**src/rtl/mpls_pattern_ctrl.sv**
```systemverilog
// Debounced next/prev buttons step a 4-bit LED pattern select, 2+DEBOUNCE_CYCLES+1 cycles after a clean press.
// Define MPLS_AUTO_CYCLE_EN to compile in the dwell-timer auto-advance driven by auto_en.

module mpls_btn_debounce #(
  parameter int DEBOUNCE_CYCLES = 16
) (
  input  logic clk_pll,
  input  logic rstn,
  input  logic btn,
  output logic step
);

  localparam int CW = $clog2(DEBOUNCE_CYCLES);
  localparam logic [CW-1:0] LAST = CW'(DEBOUNCE_CYCLES - 1);

  typedef enum logic [1:0] {
    RELEASED,
    PRESS_CHK,
    PRESSED,
    RELEASE_CHK
  } db_state_t;

  logic [1:0]    sync_q;
  logic          btn_s;
  db_state_t     state_q;
  db_state_t     state_d;
  logic [CW-1:0] cnt_q;
  logic [CW-1:0] cnt_d;
  logic          step_q;
  logic          step_d;

  always_ff @(posedge clk_pll or negedge rstn) begin
    if (!rstn) begin
      sync_q <= 2'b00;
    end else begin
      sync_q <= {sync_q[0], btn};
    end
  end

  assign btn_s = sync_q[1];

  always_ff @(posedge clk_pll or negedge rstn) begin
    if (!rstn) begin
      state_q <= RELEASED;
      cnt_q   <= '0;
      step_q  <= 1'b0;
    end else begin
      state_q <= state_d;
      cnt_q   <= cnt_d;
      step_q  <= step_d;
    end
  end

  // The step is registered on entry to PRESSED so it is a clean one-cycle pulse.
  always_comb begin
    state_d = state_q;
    cnt_d   = cnt_q;
    step_d  = 1'b0;
    case (state_q)
      RELEASED: begin
        if (btn_s) begin
          state_d = PRESS_CHK;
          cnt_d   = '0;
        end
      end
      PRESS_CHK: begin
        if (!btn_s) begin
          state_d = RELEASED;
          cnt_d   = '0;
        end else if (cnt_q == LAST) begin
          state_d = PRESSED;
          step_d  = 1'b1;
        end else begin
          cnt_d = cnt_q + 1'b1;
        end
      end
      PRESSED: begin
        if (!btn_s) begin
          state_d = RELEASE_CHK;
          cnt_d   = '0;
        end
      end
      RELEASE_CHK: begin
        if (btn_s) begin
          state_d = PRESSED;
        end else if (cnt_q == LAST) begin
          state_d = RELEASED;
          cnt_d   = '0;
        end else begin
          cnt_d = cnt_q + 1'b1;
        end
      end
      default: begin
        state_d = RELEASED;
        cnt_d   = '0;
      end
    endcase
  end

  assign step = step_q;

endmodule

module mpls_pattern_ctrl #(
  parameter int         DEBOUNCE_CYCLES = 16,
  parameter int         DWELL_CYCLES    = 256,
  parameter logic [3:0] INIT_SEL        = 4'd0
) (
  input  logic       clk_pll,
  input  logic       rstn,
  input  logic       btn_next,
  input  logic       btn_prev,
  input  logic       auto_en,
  output logic [3:0] pattern_sel,
  output logic       sel_strobe
);

  logic       step_next;
  logic       step_prev;
  logic       manual_step;
  logic       auto_step;
  logic [3:0] sel_q;
  logic [3:0] sel_d;
  logic       strobe_q;

  mpls_btn_debounce #(.DEBOUNCE_CYCLES(DEBOUNCE_CYCLES)) u_db_next (
    .clk_pll (clk_pll),
    .rstn    (rstn),
    .btn     (btn_next),
    .step    (step_next)
  );

  mpls_btn_debounce #(.DEBOUNCE_CYCLES(DEBOUNCE_CYCLES)) u_db_prev (
    .clk_pll (clk_pll),
    .rstn    (rstn),
    .btn     (btn_prev),
    .step    (step_prev)
  );

  assign manual_step = step_next | step_prev;

`ifdef MPLS_AUTO_CYCLE_EN
  localparam int DWC = $clog2(DWELL_CYCLES);
  localparam logic [DWC-1:0] DWELL_LAST = DWC'(DWELL_CYCLES - 1);

  logic [DWC-1:0] dwell_q;
  logic           auto_step_q;

  // Any manual step restarts the dwell so the user's choice is held a full period.
  always_ff @(posedge clk_pll or negedge rstn) begin
    if (!rstn) begin
      dwell_q     <= '0;
      auto_step_q <= 1'b0;
    end else if (!auto_en || manual_step) begin
      dwell_q     <= '0;
      auto_step_q <= 1'b0;
    end else if (dwell_q == DWELL_LAST) begin
      dwell_q     <= '0;
      auto_step_q <= 1'b1;
    end else begin
      dwell_q     <= dwell_q + 1'b1;
      auto_step_q <= 1'b0;
    end
  end

  assign auto_step = auto_step_q;
`else
  logic unused_auto_en;
  assign unused_auto_en = auto_en;
  assign auto_step      = 1'b0;
`endif

  // Simultaneous next/prev cancel; any manual activity overrides an auto tick.
  always_comb begin
    sel_d = sel_q;
    case ({step_next, step_prev})
      2'b10:   sel_d = sel_q + 4'd1;
      2'b01:   sel_d = sel_q - 4'd1;
      2'b11:   sel_d = sel_q;
      default: if (auto_step) sel_d = sel_q + 4'd1;
    endcase
  end

  always_ff @(posedge clk_pll or negedge rstn) begin
    if (!rstn) begin
      sel_q    <= INIT_SEL;
      strobe_q <= 1'b0;
    end else begin
      sel_q    <= sel_d;
      strobe_q <= (sel_d != sel_q);
    end
  end

  assign pattern_sel = sel_q;
  assign sel_strobe  = strobe_q;

endmodule

```
**config.mk**
```make
export PLATFORM = sky130hd
export DESIGN_NAME = mpls_pattern_ctrl
export DESIGN_NICKNAME = d
export VERILOG_FILES = /design/src/rtl/mpls_pattern_ctrl.sv
export SDC_FILE = /design/constraint.sdc
export NUM_CORES = 1
export LEC_CHECK = 0
export CORE_ASPECT_RATIO = 1.2
export CORE_MARGIN = 5
export CORE_UTILIZATION = 51
export DETAILED_ROUTE_END_ITERATION = 8
export GPL_TIMING_DRIVEN = 0
export HOLD_SLACK_MARGIN = 0.1
export PLACE_DENSITY = 0.72
export SLEW_MARGIN = 20
export SYNTH_ARGS = -nofsm -noshare
export SYNTH_HDL_FRONTEND = slang
export SYNTH_SLANG_ARGS = --single-unit
export TNS_END_PERCENT = 20
```
**constraint.sdc**
```tcl
create_clock -name clk_pll -period 1.8 [get_ports clk_pll]
set_clock_uncertainty 0.15 [all_clocks]
set_input_delay 0.54 -clock clk_pll [delete_from_list [all_inputs] [get_ports clk_pll]]
set_output_delay 0.54 -clock clk_pll [all_outputs]
set_load 0.02 [all_outputs]
```
# Word level (Yosys, flattened, before mapping)
# Index checks and enable logic that the tools add are counted.
classes:
  add_sub_neg: 4
  n_eq_ne: 23
  mux: 35
  reduce_logical: 6
op_table:
  columns: ["op", "count"]
  rows:
  - ["two-way mux 4 bit", 12]
  - ["case mux 4 bit (4 select lines)", 2]
  - ["two-way mux 2 bit", 12]
  - ["case mux 2 bit (4 select lines)", 2]
  - ["AND reduction 4 bit", 4]
  - ["adder 4 x 1 -> 4 bit, second input constant", 3]
  - ["!= test 3 bit, second input constant", 4]
  - ["equality test 2 bit, second input constant", 5]
  - ["equality test 4 bit, second input constant", 2]
  - ["!= test 2 bit, second input constant", 4]
  - ["case mux 4 bit (2 select lines)", 1]
  - ["equality test 2 x 1 -> 1 bit, second input constant", 3]
  - ["two-way mux 1 bit", 6]
  - ["!= test 3 x 1 -> 1 bit, second input constant", 2]
  - ["logical NOT 2 bit", 2]
  - ["!= test 2 x 1 -> 1 bit, second input constant", 2]
  - ["!= test 4 bit", 1]
  - ["subtractor 4 x 1 -> 4 bit, second input constant", 1]
word_totals:
  register_bits: 23
  inputBits: 5
  out_inout_bits: 5

# Logic depth before layout (Yosys ltp)
# Gate-level depths: netlist of the first run.
depth:
  ltp_word: 4
  mapped_depth: 8

# Hierarchy
# From an unflattened synthesis of the first run, not the netlist that was laid out.
unflattened:
  hier_cells: 121
  hier_area_um2: 1273.7
by_module_without_submodules:
  columns: ["module", "instances", "cells_per_inst", "area_per_inst_um2", "seq_area_each_um2"]
  rows:
  - ["mpls_btn_debounce", 2, 48, 493.0, 225.2]
  - ["mpls_pattern_ctrl", 1, 25, 287.8, 125.1]

# Worst setup path after synthesis of the first run
# Ideal clock, no wire load.
synth_path:
  kind: "register to register"
  start: "reg u_db_prev.cnt_q[0]"
  end: "reg u_db_prev.cnt_q[3]"
  t_arrival_ns: 1.431
  required_ns: 1.528
  setup_slack_ns: 0.098
  path_stages_with_launch: 7
  path_buffers: 1
  synth_period_minus_slack_ns: 1.702
  cell_sequence: "dfrtp_1 > ha_1 > and3_1 > buf_6 > o21ai_0 > nand3_1 > a32o_1"
synth_between:
  elab_chain_len: 4
  elab_cells_between_ends: 9
  classes_between: "1 x add/sub; 2 x eq/ne; 5 x mux; 1 x reduce/logical"
synth_lines:
  columns: ["element", "line_no", "text"]
  rows:
  - ["from (decl)", "27", "logic [CW-1:0] cnt_q;"]
  - ["from (signal assigned)", "49", "cnt_q <= cnt_d;"]
  - ["adder 4 x 1 -> 4 bit or equality test 4 bit (tied branches)", null, null]
  - ["two-way mux 4 bit, on equally long branches", "86, 70", null]
  - ["two-way mux 4 bit, on equally long branches", "84, 67", null]
  - ["case mux 4 bit (4 select lines)", "59", "case (state_q)"]
# Parallel ways exist; a longest one is shown, timed or not. The select of a mux whose other input is x is not followed.
# A chain may end at the register's enable or synchronous reset.

# Worst setup path after layout of the first run
layout_path:
  start: "reg u_db_prev.cnt_q[0]"
  end: "reg u_db_prev.cnt_q[0]"
# The elaborated chain is that of the path after synthesis.

==> results.cfg, run 1 <==
[run_status]
status = finished clean

[sta]
finalSetupViolations = 0
slew_viol_final = 0
layout_setup_ws_ps = 56.7
hold_violations = 0
max_freq_mhz = 574
post-route-period-util_pct = 96.8
fin_tns_setup_ps = 0
rsz0062_at_grt = yes
holdWs_ps = 217
layout_min_cycle_time_ps = 1740
worst_slew_margin_rel_pct = 67.8
worstMarginPinSlew_ps = 483

[synth]
async_reset_ff_share_pct = 100
syn_area_mm2 = 0.00123
syn_nets = 134
synth.ff_latch_count = 23
synth_ff_type = dfrtp_1
seq_area_frac_synth_pct = 46.7
synth-edff-count = 0
ys_warn_count = 0
synth.avg_cell_area_um2 = 9.95
synthesis.instances = 124
ys_types = 35

[die]
initial_core_util_pct = 53.5
fp-row-count = 19
fp.dieW_um = 54.9
die_h_um = 63.9
coreArea_mm2 = 0.00231
pin_count = 10
fp.dieArea_mm2 = 0.00351

[clock_network]
numClockSinks = 23
clock_latency_ps = 310
cts_tree = done
htree_num_levels = 1
cts_inserted_buffers = 3
clk_pin_slew_ps = 120
clk_path_buf_depth = 2
cts_root_buf = clkbuf_4

[detailed_routing]
drt-pass1-iter-count = 4
wl_per_cell_um = 13.4
wirelength_mm = 2.26
drc = 0
dr.first_iter.drc_count = 20
vias_per_cell = 5.78
antenna_left = 0
vias = 977

[critical_path]
rr_endpoint = u_db_prev.cnt_q[0]
critical_path_buf_inv_count = 1
cp.required_ps = 1900
arrival_ps = 1840
slowest_stage = dfrtp_2
reg2regPathDepth = 6
crit_path_max_fanout = 9
max_stage_delay_ps = 480
end_kind = flop
r2r_setup_slack_ps = 60
start_kind = flop
r2r-start = u_db_prev.cnt_q[0]
path_delay_family = simple AND/OR/NAND/NOR gates
worstPathCellList = ha_4 > and3_1 > buf_6 > or3_1 > a21oi_2 > a221o_1
path_class = flop to flop

[min_path]
hold_path_startpoint = u_db_next.sync_q[0]
whs_endpoint = u_db_next.sync_q[1]
hold_depth = 0
holdCritPathClass = flop to flop

[cells_and_area]
n_antenna_cell = 0
drive_gt1_share_pct = 22.5
fin_nets = 149
fillerInstances = 207
area_delta_synth_final_pct = 15.7

[place]
portBuffers = 8
dpl_worst_slack_ps = -122
dpl.hpwl_mm = 1.58
place_congestion = 0.791

[power]
p_leak_nw = 0.667
power_density_mw_per_mm2 = 610
ir_worst_vdd_uv = 523

[global_routing]
grt_pass1_wl_mm = 3.93
grt_max_degree = 24
antenna_found_initial = 0
grt_overflow = 0
track_usage_pct = 14.8
grt_pass1_vias = 904

[run]
maxCapViolations = 0
==> sequential cells by signal (all words and copies together) (netlist names), named ones only <==
signal / cells
u_db_prev.step: 1
u_db_next.step: 1
u_db_next.cnt_q: 4
u_db_prev.cnt_q: 4
u_db_prev.state_q: 1
pattern_sel: 4
u_db_prev.sync_q: 2
u_db_next.sync_q: 2
u_db_next.state_q: 1
sel_strobe: 1
==> layer usage <==
layer | GRT usage [%] | wire length, um | up-vias
li1 | - | - | 483
met2 | 21.7 | 1120 | 14
met5 | 0 | 0 | -
met1 | 21.5 | 1030 | 476
met3 | 2.09 | 69 | 4
met4 | 6.38 | 38 | 0
==> worst register-to-register path: stages (launching register included) <==
cell     delay [ps]
dfrtp_2         480
ha_4            190
and3_1          180
buf_6           130
or3_1           320
a21oi_2         120
a221o_1         110
==> kinds of logic after synthesis <==
family | after synthesis | synth area share, %
simple gates | 44 | 18.8
buf+inv | 10 | 4.26
fa+ha+maj | 5 | 5.07
xor+xnor | 7 | 4.97
mux | 3 | 2.74
flops | 23 | 46.7
compound gates | 32 | 17.5
==> timing repair <==
item,4_1_cts,5_1_grt
hold endpoints to repair,0,23
setup endpoints to repair,7,9
gates cloned,0,0
resized for setup,13,12
buffers inserted,0,1
hold buffers,0,1
==> where the power goes <==
| part | switching, mW | leakage (nW) | internal (mW) |
|---|---|---|---|
| Clock | 0.151 | 0.0139 | 0.0847 |
| Sequential | 0.0168 | 0.297 | 0.532 |
| Combinational | 0.0453 | 0.356 | 0.0408 |
==> cell type report <==
| class | instances | area [um^2] | area share [%] |
|---|---|---|---|
| timing repair buffer | 10 | 81.3 | 5.70 |
| clock inverter | 1 | 7.51 | 0.526 |
| multi-input combinational | 91 | 643 | 45.0 |
| sequential | 23 | 582 | 40.8 |
| clock buffer | 3 | 22.5 | 1.58 |
| buffer | 7 | 41.3 | 2.89 |
| inverter | 3 | 11.3 | 0.789 |
| tap | 31 | 38.8 | 2.72 |
==> worst max-delay path by stage <==
stage,startpoint,to,slack [ps],cells past startpoint
after floorplan,u_db_prev.cnt_q[0],u_db_prev.cnt_q[3],100,6
after global placement,rstn,u_db_next.cnt_q[1],-110,1
after detailed placement,rstn,u_db_prev.cnt_q[1],-120,1
after CTS,pattern_sel[1],pattern_sel[1],10,1
after global routing,u_db_prev.cnt_q[0],u_db_prev.cnt_q[0],-20,6
final,u_db_prev.cnt_q[0],u_db_prev.cnt_q[0],60,6
==> per-stage QoR <==
| stage | cells | power [mW] | instance area [um^2] | util [%] |
|---|---|---|---|---|
| floorplan | 124 | 0.606 | 1230 | - |
| global placement | 163 | 0.631 | 1350 | 58.7 |
| detailed placement | 163 | 0.635 | 1350 | 58.7 |
| CTS | 167 | 0.883 | 1390 | 60.1 |
| global route | 169 | 0.929 | 1430 | 61.9 |
| finish | 169 | 0.870 | 1430 | 61.9 |
==> placed cells by master (no fill, tap or decap), drive strengths merged, types with 2 or more instances in the layout <==
| cell type | n |
|---|---|
| a21o | 5 |
| a21oi | 7 |
| a221oi | 2 |
| a22o | 2 |
| and3 | 5 |
| buf | 8 |
| clkbuf | 6 |
| clkdlybuf4s50 | 2 |
| dfrtp | 23 |
| dlygate4sd2 | 2 |
| ha | 5 |
| inv | 3 |
| mux2 | 3 |
| nand2 | 14 |
| nand3 | 8 |
| nor2 | 4 |
| nor3 | 4 |
| nor3b | 3 |
| nor4b | 2 |
| o211ai | 2 |
| o21ai | 7 |
| xnor2 | 6 |
==> Yosys cell counts, types with 3 or more instances <==
cell type | count | share of area [%]
a21o_1 | 5 | 3.0
nor3b_1 | 3 | 1.8
nor2_1 | 4 | 1.2
inv_1 | 3 | 0.91
mux2_2 | 3 | 2.7
xnor2_1 | 6 | 4.3
ha_1 | 5 | 5.1
nor3_1 | 4 | 1.6
nand2_1 | 14 | 4.3
buf_2 | 5 | 2.0
and3_1 | 5 | 2.5
a21oi_1 | 7 | 2.8
nand3_1 | 8 | 3.2
dfrtp_1 | 23 | 47
o21ai_0 | 6 | 2.4
Power figures use the tool's default switching activity.
==> run 2: changes to the inputs <==
--- a/config.mk
+++ b/config.mk
@@ -7,11 +7,12 @@
 export LEC_CHECK = 0
 export CORE_ASPECT_RATIO = 1.2
 export CORE_MARGIN = 5
-export CORE_UTILIZATION = 51
+export CORE_UTILIZATION = 55
 export DETAILED_ROUTE_END_ITERATION = 8
+export DONT_BUFFER_PORTS = 1
 export GPL_TIMING_DRIVEN = 0
 export HOLD_SLACK_MARGIN = 0.1
-export PLACE_DENSITY = 0.72
+export PLACE_DENSITY = 0.71
 export SLEW_MARGIN = 20
 export SYNTH_ARGS = -nofsm -noshare
 export SYNTH_HDL_FRONTEND = slang
==> run 2 against run 1 <==
Clock power hardly changed; wire length increased by 8.9%; global-route usage increased by 2.3 points; die area shrank 6.1%; sequential cell count unchanged; via count rose by 0.41%; first-iteration DRC count rose by 60%; sequential power is 0.7% lower; maximum frequency fell by 0.60%; critical endpoint is now pattern_sel[2]; highest routed layer unchanged.
==> results.cfg, run 2 (synthesis gave the netlist of run 1 again) <==
[min_path]
hold_depth = 0
holdCritPathClass = flop to flop

[clock_network]
clock_latency_ps = 310
numClockSinks = 23
cts_inserted_buffers = 3
cts_root_buf = clkbuf_4
clk_pin_slew_ps = 130
clk_path_buf_depth = 2
htree_num_levels = 1
cts_tree = done

[place]
dpl_cell_area_mm2 = 0.00127
place_congestion = 0.841
placedCellCount = 154
portBuffers = 0
dpl.hpwl_mm = 1.65
dpl_worst_slack_ps = -7.84

[die]
pin_count = 10
initial_core_util_pct = 58.9
coreArea_mm2 = 0.00209
fp.dieW_um = 53.2
fp.dieArea_mm2 = 0.00329
fp-row-count = 18
die_h_um = 61.9

[detailed_routing]
vias_per_cell = 5.91
wl_per_cell_um = 14.8
vias = 981
dr.first_iter.drc_count = 32
wirelength_mm = 2.46
antenna_left = 0
drc = 0
drt-pass1-iter-count = 4

[global_routing]
antenna_found_initial = 0
track_usage_pct = 17.2
grt_max_degree = 24
grt_overflow = 0
grt_pass1_vias = 995
grt_pass1_wl_mm = 4.08

[power]
p_comb_share_pct = 10.6
switching_share_pct = 25.0
total_power_mw = 0.875
power_density_mw_per_mm2 = 633
ir_worst_vdd_uv = 517
power_frac_seq_pct = 62.3
p_leak_nw = 0.655
clkPwrFrac_pct = 27.2
internal-power_mw = 0.657
p_switching_mw = 0.219

[critical_path]
cp.required_ps = 1840
r2r-start = u_db_prev.step
r2r_setup_slack_ps = 50
reg2regPathDepth = 7
start_kind = flop
crit_path_end = pattern_sel[2]
crit_path_max_fanout = 5
rr_endpoint = pattern_sel[2]
crit_path_start = u_db_prev.step
arrival_ps = 1800
path_class = flop to flop
end_kind = flop

[cells_and_area]
final_common_cell = dfrtp_1
fin_cells = 166
drive_gt1_share_pct = 18.4
n_antenna_cell = 0
most-common-layout-cells = 22 x dfrtp_1, 14 x nand2_1, 8 x nand3_1
final_util_pct = 66.1
fillerInstances = 171
area_delta_synth_final_pct = 12.2
final_area_mm2 = 0.00138
fin_nets = 147

[sta]
layout_min_cycle_time_ps = 1750
worst_slew_margin_rel_pct = 66.2
hold_violations = 0
finalSetupViolations = 0
worstMarginPinSlew_ps = 507
max_freq_mhz = 570
post-route-period-util_pct = 97.4
layout_setup_ws_ps = 46.2
slew_viol_final = 0

[run]
maxCapViolations = 0

[run_status]
status = finished clean
[run 2: layout make-up]
type                    count  area [um^2]  share of cell area, %
multi-input cells          91          624                   45.1
flip-flops and latches     23          577                   41.7
repair buffers              8         65.1                   4.70
plain buffers               7         41.3                   2.98
well taps                  30         37.5                   2.71
clock buffers               3         22.5                   1.63
inverters                   3         11.3                  0.814
clock inverters             1         5.00                  0.362
[run 2: timing repair]
| action | CTS | global route |
|---|---|---|
| hold endpoints to repair | 25 | 23 |
| endpoints found under the setup margin | 4 | 4 |
| hold buffers | 3 | 1 |
| buffers inserted | 1 | 3 |
| resized for setup | 2 | 5 |
[run 2: metrics by stage]
stage               TNS, ps  hold slack [ps]
finish                    0              222
global route          -18.7              236
CTS                       0              216
detailed placement    -11.7             95.0
global placement          0             95.0
floorplan                 0             94.4
[run 2: power by group through the flow]
stage,Combinational (mW),Sequential [mW],Clock (mW)
after floorplan,0.0534,0.553,0
after global placement,0.0609,0.555,0
after detailed placement,0.0637,0.557,0
after CTS,0.0839,0.545,0.245
after global routing,0.106,0.547,0.266
final,0.0924,0.545,0.238
[run 2: worst min-delay path by stage]
stage                              startpoint                          to
final                     u_db_prev.sync_q[0]         u_db_prev.sync_q[1]
after global routing      u_db_prev.sync_q[0]         u_db_prev.sync_q[1]
after CTS                 u_db_next.sync_q[0]         u_db_next.sync_q[1]
after detailed placement                 rstn          u_db_next.cnt_q[2]
after global placement                   rstn          u_db_next.cnt_q[2]
after floorplan                          rstn  asynchronous set/reset pin
[run 2: critical path: stages, from the launching register on]
cell     delay (ps)
dfrtp_1         440
ha_4            200
xor2_1          140
ha_1            190
a21oi_1         140
xnor2_1         140
nand2_1         100
xnor2_1         140
[run 2: routing by layer]
layer / global-route usage [%] / wire [um]
met1: 17.3 / 980
met2: 31.9 / 1400
met3: 3.58 / 60
met4: 10.6 / 21
met5: 0 / 0
